File: config.mk
export PLATFORM = sky130hd
export DESIGN_NAME = mux_scan_ctrl
export DESIGN_NICKNAME = d
export VERILOG_FILES = /design/src/rtl/mux_scan_ctrl.sv
export SDC_FILE = /design/constraint.sdc
export NUM_CORES = 1
export LEC_CHECK = 0
export ABC_AREA = 1
export CELL_PAD_IN_SITES_DETAIL_PLACEMENT = 1
export CELL_PAD_IN_SITES_GLOBAL_PLACEMENT = 1
export CORE_MARGIN = 2
export CORE_UTILIZATION = 35
export DETAILED_ROUTE_END_ITERATION = 6
export PLACE_DENSITY_LB_ADDON = 0.1
export SLEW_MARGIN = 20
export SYNTH_ARGS = -nofsm -noshare
export SYNTH_HDL_FRONTEND = slang
export SYNTH_SLANG_ARGS = --single-unit
File: constraint.sdc
create_clock -name clk -period 2.5 [get_ports clk]
set_input_delay 0.5 -clock clk [delete_from_list [all_inputs] [get_ports clk]]
set_output_delay 0.5 -clock clk [all_outputs]
set_load 0.005 [all_outputs]
File: src/rtl/mux_scan_ctrl.sv
// mux_scan_ctrl: sequencer around a 4-to-1 mux primitive (mux4_to_1).
// Steps the select pair {s1,s0} through channels 0..3, holding each select
// for SETTLE cycles and capturing mux_out in the last cycle of each window.
// It then presents the assembled 4-bit word through a valid/ready handshake.
//
// Ports:
//   clk     in   system clock, rising-edge active
//   rst     in   asynchronous active-high reset
//   start   in   scan request, sampled in IDLE (and at the HOLD handshake edge)
//   mux_out in   output of the mux4_to_1 instance
//   s0, s1  out  registered mux selects (LSB, MSB)
//   busy    out  high while scanning or holding an unconsumed word
//   word    out  snapshot, word[k] = mux_out captured while {s1,s0}=k
//   valid   out  word is available downstream
//   ready   in   downstream accept; handshake when valid && ready at an edge

module mux_scan_ctrl #(
    parameter int unsigned SETTLE = 1
) (
    input  logic       clk,
    input  logic       rst,
    input  logic       start,
    input  logic       mux_out,
    output logic       s0,
    output logic       s1,
    output logic       busy,
    output logic [3:0] word,
    output logic       valid,
    input  logic       ready
);

    typedef enum logic [1:0] {
        IDLE = 2'd0,
        SCAN = 2'd1,
        HOLD = 2'd2
    } state_t;

    localparam logic [3:0] LAST = 4'(SETTLE - 1);

    state_t     state, state_nx;
    logic [1:0] idx, idx_nx;
    logic [3:0] cnt, cnt_nx;
    logic [2:0] shadow, shadow_nx;
    logic [3:0] word_nx;
    logic [1:0] sel, sel_nx;

    always_ff @(posedge clk or posedge rst) begin
        if (rst) begin
            state  <= IDLE;
            idx    <= '0;
            cnt    <= '0;
            shadow <= '0;
            word   <= '0;
            sel    <= '0;
        end else begin
            state  <= state_nx;
            idx    <= idx_nx;
            cnt    <= cnt_nx;
            shadow <= shadow_nx;
            word   <= word_nx;
            sel    <= sel_nx;
        end
    end

    always_comb begin
        state_nx  = state;
        idx_nx    = idx;
        cnt_nx    = cnt;
        shadow_nx = shadow;
        word_nx   = word;

        case (state)
            IDLE: begin
                if (start) begin
                    state_nx = SCAN;
                    idx_nx   = '0;
                    cnt_nx   = '0;
                end
            end
            SCAN: begin
                // cnt only counts 0..LAST, so != is equivalent to < here.
                if (cnt != LAST) begin
                    cnt_nx = cnt + 4'd1;
                end else begin
                    cnt_nx = '0;
                    if (idx == 2'd3) begin
                        word_nx  = {mux_out, shadow};
                        idx_nx   = '0;
                        state_nx = HOLD;
                    end else begin
                        // Channels arrive 0,1,2 in order; shifting in from the
                        // top leaves shadow = {ch2,ch1,ch0} after three captures,
                        // the same result as writing shadow[idx].
                        shadow_nx = {mux_out, shadow[2:1]};
                        idx_nx    = idx + 2'd1;
                    end
                end
            end
            HOLD: begin
                if (ready) begin
                    if (start) begin
                        state_nx = SCAN;
                        idx_nx   = '0;
                        cnt_nx   = '0;
                    end else begin
                        state_nx = IDLE;
                    end
                end
            end
            default: state_nx = IDLE;
        endcase

        // Selects are registered from the next-state view so they track idx
        // during SCAN and park at 00 otherwise.
        sel_nx = (state_nx == SCAN) ? idx_nx : 2'b00;
    end

    assign s0    = sel[0];
    assign s1    = sel[1];
    assign busy  = (state == SCAN) || (state == HOLD);
    assign valid = (state == HOLD);

endmodule

# [After elaboration in Yosys (flattened, before gate mapping)]
# Cells that the tools add are included.
[totals] reg_bits=17 input_bits=5 output_inout_bits=8
[op_classes] addsub=2 n_eq_ne=5 n_mux=16 n_bitwise=2 n_reduce_logical=7
[op_table] cell="2-bit two-way mux" count=9
[op_table] cell="4-bit two-way mux" count=3
[op_table] cell="2-bit one-hot mux with 3 select lines" count=2
[op_table] cell="4-bit one-hot mux with 3 select lines" count=1
[op_table] cell="3-bit AND reduction" count=2
[op_table] cell="4-bit by 1-bit adder with 4-bit output (second input constant)" count=1
[op_table] cell="2-bit by 1-bit == test with 1-bit output (second input constant)" count=2
[op_table] cell="2-bit == test (second input constant)" count=2
[op_table] cell="4-bit nonzero test" count=1
[op_table] cell="3-bit nonzero test" count=1
[op_table] cell="2-bit by 1-bit adder with 2-bit output (second input constant)" count=1
[op_table] cell="2-bit zero test" count=1
[op_table] cell="2-bit by 1-bit inequality test with 1-bit output (second input constant)" count=1
[op_table] cell="1-bit inverter" count=2
[op_table] cell="2-bit AND reduction" count=1
[op_table] cell="1-bit logical OR" count=1
[op_table] cell="1-bit two-way mux" count=1

# [Logic depth before layout (Yosys ltp)]
# Gate-level depths: netlist of the first run.
[logic_depth] depth_word=6 mapped_depth=9

# [Worst setup path before layout of the first run]
# Ideal clock, no wire load.
[synth_timing] path_kind="reg-to-reg" start="register state[0]" end="register cnt[3]" arrival_ns=1.181 t_required_ns=2.374 setup_slack_ns=1.193 path_stages_with_launch=9 path_buffers=1 synth_period_minus_slack_ns=1.307 cell_sequence="dfrtp_1 ha_1 buf_6 inv_1 nand2_1 nand3_1 inv_1 nand3_1 o21ai_0"
[synth_between] elab_chain_len=3 word_cells_on_any_way=7 classes_between="eq/ne: 3; mux: 1; reduce/logical: 3"
[synth_rtl] item="start: declaration" line_no="40" text="state_t state, state_nx;"
[synth_rtl] item="start signal: assignment" line_no="56" text="state <= state_nx;"
[synth_rtl] item="2-bit == test (tied with other cells)" line_no="72" text="case (state)"
[synth_rtl] item="2-bit by 1-bit inequality test with 1-bit output (no source line) / 3-bit nonzero test (equally long branches)"
[synth_rtl] item="2-bit AND reduction (no source line)"
[synth_rtl] item="end signal: assignment" line_no="58" text="cnt <= cnt_nx;"
[synth_rtl] item="end: declaration" line_no="42" text="logic [3:0] cnt, cnt_nx;"
# Several ways; a longest one is shown, not always the timed one.
# A chain may end at the register's enable or synchronous reset.

# [Final worst setup path of the first run]
[layout_timing] start="register state[0]" end="output port valid"
[layout_between] elab_chain_len=1
[layout_rtl] item="2-bit == test" line_no="121" text="assign valid = (state == HOLD);"
[layout_rtl] item="end: declaration" line_no="28" text="output logic valid,"
# Every way passes these cells.

==> results.toml, run 1 <==
[grt]
globalRouteOverflowTotal = 0
track_usage_pct = 15.6
grt_pass1_vias = 794
grt_start_max_net_pins = 18
grt_pass1_wl_mm = 3.75
antenna_found_initial = 0

[setup_path]
end_kind = "primary output"
cp_slowest_cell = "clkdlybuf4s50_1"
worstPathRequired_ns = 2.00
crit_chain = "inv_1 -> ha_1 -> clkdlybuf4s50_1"
r2r_cells = 8
reg2reg_from = "state[1]$_DFF_PP0_"
reg2reg_to = "cnt[3]$_DFFE_PP0P_"
cp.buffers_inverters = 2
path_delay_family = "buffers and inverters"
critPathKind = "reg -> out"
reg2reg_slack_ns = 0.73
cp_data_arrival_time_ns = 1.62
critPathLaunchType = "flop"
crit_fanout = 6
slowest_delay_ns = 0.53

[clock_network]
clk_latency_ns = 0.30
clock-sinks = 17
clkSlewWorstSetupHoldPaths_ns = 0.10
cts-resized-gates = 0
htree_levels = 1
cts_tree = "done"
cts_setup_buffers = 0
ctsHoldBuffers = 0
clockBufferDepth = 2
cts_buffers = 3
root_buffer = "clkbuf_4"

[die]
core_um2 = 2520
die_h_um = 56.0
start_util_pct = 37.5
die_x_um = 56.0
io_pins = 13
fp-row-count = 18
die-area_um2 = 3130

[detailed_routing]
dr.pass1.iters = 4
vias_per_cell = 4.75
routedWlPerCell_um = 13.4
dr.first_iter.drc_count = 8
routed_wl_mm = 2.10
drc = 0
antenna_left = 0
vias = 746

[logic_synthesis]
yosys-top-cells-area = "dfrtp_1 (45%), nand2_1 (11%), ha_1 (9.3%), inv_1 (8.3%), nand3_1 (5.3%)"
netlist_area_um2 = 945
syn_area_per_cell_um2 = 8.43
yosysMostFrequentCell = "nand2_1"
syn_nets = 124
seq_area_frac_synth_pct = 45.0
synthFlopType = "dfrtp_1"
synthTopCellsByCount = "nand2_1 (28), inv_1 (21), dfrtp_1 (17), nand3_1 (10), o21ai_0 (9)"
netlist.area_leader.share_pct = 45.0
ys_types = 16
synthArstFlopShare_pct = 100
ys_seq_elements = 17
synth_edf_count = 0
netlist_instances = 112
yosysWarnings = 0
yosysTopAreaCell = "dfrtp_1"

[worst_hold_path]
whs_endpoint = "word[2]$_DFFE_PP0P_"
hold_class = "reg -> reg"
hold_depth = 2
worstHoldStart = "word[2]$_DFFE_PP0P_"

[pwr]
peakVddDrop_mv = 0.524
p_total_uw = 1190
p_per_area_nw_per_um2 = 1060
p_leak_uw = 0.000583

[finish]
drive_gt1_share_pct = 6.30
multi_input_area_um2 = 429
regArea_um2 = 425
fin_nets = 140
antennaDiodeCount = 0
finish.utilization_pct = 44.3
fillCellCount = 317
area_growth_pct = 18.4

[job]
cap_violations = 0

[placement]
numPortBuffers = 12
gp_congestion = 0.756
hpwl_mm = 1.64

[sta]
worst_pin_slew_ns = 0.662
finalCritPeriodShare_pct = 84.7
period_minus_slack_ns = 2.12
fmax_mhz = 472
drv_slew = 0
skew_ns = 0.00169
rsz0062_at_grt = "no"
finalHoldViolations = 0
slew_headroom_pct = 55.8
setup_violations = 0
setup-tns-final_ns = 0

[status]
status = "complete, no violations"
-- flip-flops by register name, indices dropped and copies added, names as in the netlist --
register and count:
cnt 4, word 4, shadow 3, idx 2, sel 2, state 2
-- per-layer routing --
metal	vias to the layer above	global-route usage (%)	share of wire (%)
li1	381	-	-
met2	11	26.5	51
met3	5	2.33	2.8
met1	349	19.4	45
met5	-	0	0
met4	0	7.14	1.9
-- how the worst max path moves through the flow --
stage                       startpoint            endpoint  slack [ns]  cells past startpoint
finish              state[0]$_DFF_PP0_               valid        0.38                      3
global route        state[0]$_DFF_PP0_                busy        0.27                      3
CTS                 state[0]$_DFF_PP0_                busy        0.35                      3
detailed placement  state[0]$_DFF_PP0_                busy        0.70                      3
global placement    state[0]$_DFF_PP0_                busy        0.77                      3
floorplan           state[0]$_DFF_PP0_  cnt[3]$_DFFE_PP0P_        1.19                      8
-- cell usage in the layout, fill, tap and decap left out --
cell type        instances
dfrtp_1                 17
inv_1                   21
nor2_1                   8
o21ai_2                  1
o21bai_1                 1
clkdlybuf4s50_1         12
clkbuf_4                 3
nand3_1                 10
a31oi_1                  1
a21oi_1                  1
nand2_1                 28
ha_1                     7
clkinv_2                 1
nor2_4                   1
o21ai_0                  9
xor2_1                   2
nand4_1                  2
nand4_4                  2
-- layout make-up --
| cell class | count | area share [%] |
|---|---|---|
| clock inverters | 1 | 0.447 |
| flip-flops and latches | 17 | 38.0 |
| repair buffers | 12 | 10.7 |
| inverters | 21 | 7.05 |
| clock buffers | 3 | 2.01 |
| multi-input cells | 73 | 38.4 |
| well taps | 30 | 3.36 |
-- per-stage QoR --
step | cells | cell area (µm²) | setup slack [ns] | hold slack (ns)
CTS | 157 | 1120 | 0.353 | 0.498
finish | 157 | 1120 | 0.384 | 0.495
global placement | 153 | 1090 | 0.768 | 0.461
floorplan | 112 | 945 | 1.19 | 0.426
global route | 157 | 1120 | 0.272 | 0.514
detailed placement | 153 | 1090 | 0.703 | 0.472
-- logic make-up after synthesis --
logic type | after synthesis | synth area share [%]
AO/OA/AOI/OAI | 13 | 7.68
XOR/XNOR | 2 | 1.85
adder cells (fa/ha/maj) | 7 | 9.27
buffers and inverters | 22 | 9.54
flip-flops | 17 | 45.0
AND/OR/NAND/NOR | 51 | 26.6
-- worst register-to-register path: stages (launching register included) --
cell and delay [ns]:
dfrtp_1 0.42, inv_1 0.11, ha_1 0.47, inv_1 0.14, nand2_1 0.09, nand3_1 0.10, inv_1 0.16, nand3_1 0.09
o21ai_0 0.11
-- power breakdown --
group | switching (µW) | internal [µW] | leakage (µW) | total (µW)
Combinational | 342 | 264 | 0.000347 | 606
Sequential | 58.3 | 372 | 0.000218 | 430
Clock | 92.2 | 59.7 | 0.0000177 | 152
No activity file was read; power rests on OpenSTA's default activity.
==> run 2: changes to the inputs <==
==> constraint.sdc (replaced) <==
create_clock -name clk -period 2.1 [get_ports clk]
set_input_delay 0.42 -clock clk [delete_from_list [all_inputs] [get_ports clk]]
set_output_delay 0.42 -clock clk [all_outputs]
set_load 0.005 [all_outputs]
==> run 2 against run 1 <==
  * Core utilization grew 0.84 points
  * Non-clock buffer count is 1 higher
  * Clock-buffer cell count unchanged
  * Setup slack worse by 0.31 ns
  * Power rose by 21%
  * Global-route usage is 0.58 points lower
  * Routed wire length is 1.1% lower
  * Register-to-register slack lost 0.28 ns
  * Highest routed layer unchanged
  * Cell area increased by 1.9%
==> results.toml, run 2 (same netlist as run 1, synthesis figures left out) <==
[grt]
grt_start_max_net_pins = 18
antenna_found_initial = 0
grt_pass1_wl_mm = 3.57
track_usage_pct = 15.0
globalRouteOverflowTotal = 0
grt_pass1_vias = 766

[clock_network]
clkSlewWorstSetupHoldPaths_ns = 0.11
ctsHoldBuffers = 0
clk_latency_ns = 0.30
cts_tree = "done"
clock-sinks = 17
clockBufferDepth = 2
cts_buffers = 3
root_buffer = "clkbuf_4"
htree_levels = 1

[finish]
area_growth_pct = 20.7
drive_gt1_share_pct = 8.59
final_common_cell = "nand2_1"
finish.utilization_pct = 45.2
fin_nets = 141
final_cell_mix = "nand2_1 (28), inv_1 (21), dfrtp_1 (16), clkdlybuf4s50_1 (12), nand3_1 (10)"
fillCellCount = 308
top_regs = "cnt (4), word (4), shadow (3)"
antennaDiodeCount = 0

[pwr]
p_per_area_nw_per_um2 = 1260
p_int_uw = 846
combPwrFrac_pct = 51.1
power_switching_uw = 588
pwr-share-seq_pct = 36.1
switching_share_pct = 41.0
peakVddDrop_mv = 0.555
p_leak_uw = 0.000586
pwr-share-clk_pct = 12.8

[setup_path]
critPathKind = "reg -> out"
end_kind = "primary output"
path_delay_family = "buffers and inverters"
crit_chain = "inv_1 -> ha_1 -> clkdlybuf4s50_1"
cp_data_arrival_time_ns = 1.60
worstPathRequired_ns = 1.68
critPathLaunchType = "flop"
slowest_delay_ns = 0.49
crit_fanout = 6
cp.buffers_inverters = 2
cp_slowest_cell = "clkdlybuf4s50_1"

[sta]
skew_ns = 0.00594
setup_violations = 0
rsz0062_at_grt = "no"
drv_slew = 0
worst_pin_slew_ns = 0.646
setup_ws_ns = 0.0783
setup-tns-final_ns = 0
period_minus_slack_ns = 2.02
fmax_mhz = 495
finalHoldViolations = 0
finalCritPeriodShare_pct = 96.3
slew_headroom_pct = 56.9

[placement]
numPortBuffers = 12
preCtsSetupSlack_ns = 0.387
gp_congestion = 0.753
hpwl_mm = 1.63

[detailed_routing]
vias = 751
routed_wl_mm = 2.08
drc = 0
routedWlPerCell_um = 13.1
antenna_left = 0
dr.first_iter.drc_count = 18
vias_per_cell = 4.75
dr.pass1.iters = 3

[die]
fp-row-count = 18
die_h_um = 56.0
die-area_um2 = 3130
core_um2 = 2520
die_x_um = 56.0
start_util_pct = 37.5
io_pins = 13

[status]
status = "complete, no violations"

[worst_hold_path]
hold_class = "reg -> reg"

[job]
cap_violations = 0
## run 2: changes by cell type in the layout (fill, tap and decap cells not counted), sizes merged
cell	change
buf	+1
## run 2: area by class of cell
type / instances / area (µm²) / area share [%]
Clock buffer: 3 / 22.5 / 1.98
Clock inverter: 1 / 5.00 / 0.439
Inverter: 21 / 78.8 / 6.92
Multi-Input combinational cell: 73 / 442 / 38.7
Sequential cell: 17 / 427 / 37.4
Tap cell: 30 / 37.5 / 3.29
Timing Repair Buffer: 13 / 128 / 11.2
## run 2: metrics by stage
stage                     area [µm²]  instances  total power, µW  hold WS, ns
after floorplan                  945        112              986        0.346
after global placement          1100        154             1220        0.463
after detailed placement        1100        154             1260        0.468
after CTS                       1130        158             1450        0.496
after global routing            1140        158             1600        0.526
final                           1140        158             1430        0.489
## run 2: repair_timing
item / CTS / global route
buffers inserted: 0 / 0
gates resized for setup: 0 / 3
setup endpoints to repair: 0 / 2
## run 2: final timing paths
kind | endpoint | depth (start not counted) | start | slack [ns]
min | word[0]$_DFFE_PP0P_ | 2 | shadow[0]$_DFFE_PP0P_ | 0.49
max | busy | 3 | state[0]$_DFF_PP0_ | 0.08
min in group asynchronous | word[2]$_DFFE_PP0P_ | 2 | rst | 0.50
min reg2reg | word[0]$_DFFE_PP0P_ | 2 | shadow[0]$_DFFE_PP0P_ | 0.49
max reg2reg | cnt[1]$_DFFE_PP0P_ | 8 | state[1]$_DFF_PP0_ | 0.45
max in group asynchronous | state[0]$_DFF_PP0_ | 2 | rst | 1.15
## run 2: power groups by stage
stage	Clock, µW	Combinational, µW	Sequential [µW]
floorplan	0	475	510
global placement	0	711	513
detailed placement	0	736	521
CTS	193	739	514
global route	213	858	533
finish	184	733	517
## run 2: worst reg2reg max path: cells and delay by family, from the launching register on
| family | cells | cell delay (ns) |
|---|---|---|
| AOI/OAI and AO/OA | 1 | 0.09 |
| DFF | 1 | 0.44 |
| and+or+nand+nor | 3 | 0.27 |
| adders and majority gates | 1 | 0.36 |
| buffers and inverters | 3 | 0.41 |
## run 2: per-layer routing
layer | vias up | routed length [µm] | track usage (%)
met1 | 355 | 944 | 18.0
li1 | 383 | - | -
met2 | 9 | 1020 | 24.8
met5 | - | 0 | 0
met4 | 0 | 37 | 6.12
met3 | 4 | 76 | 4.88
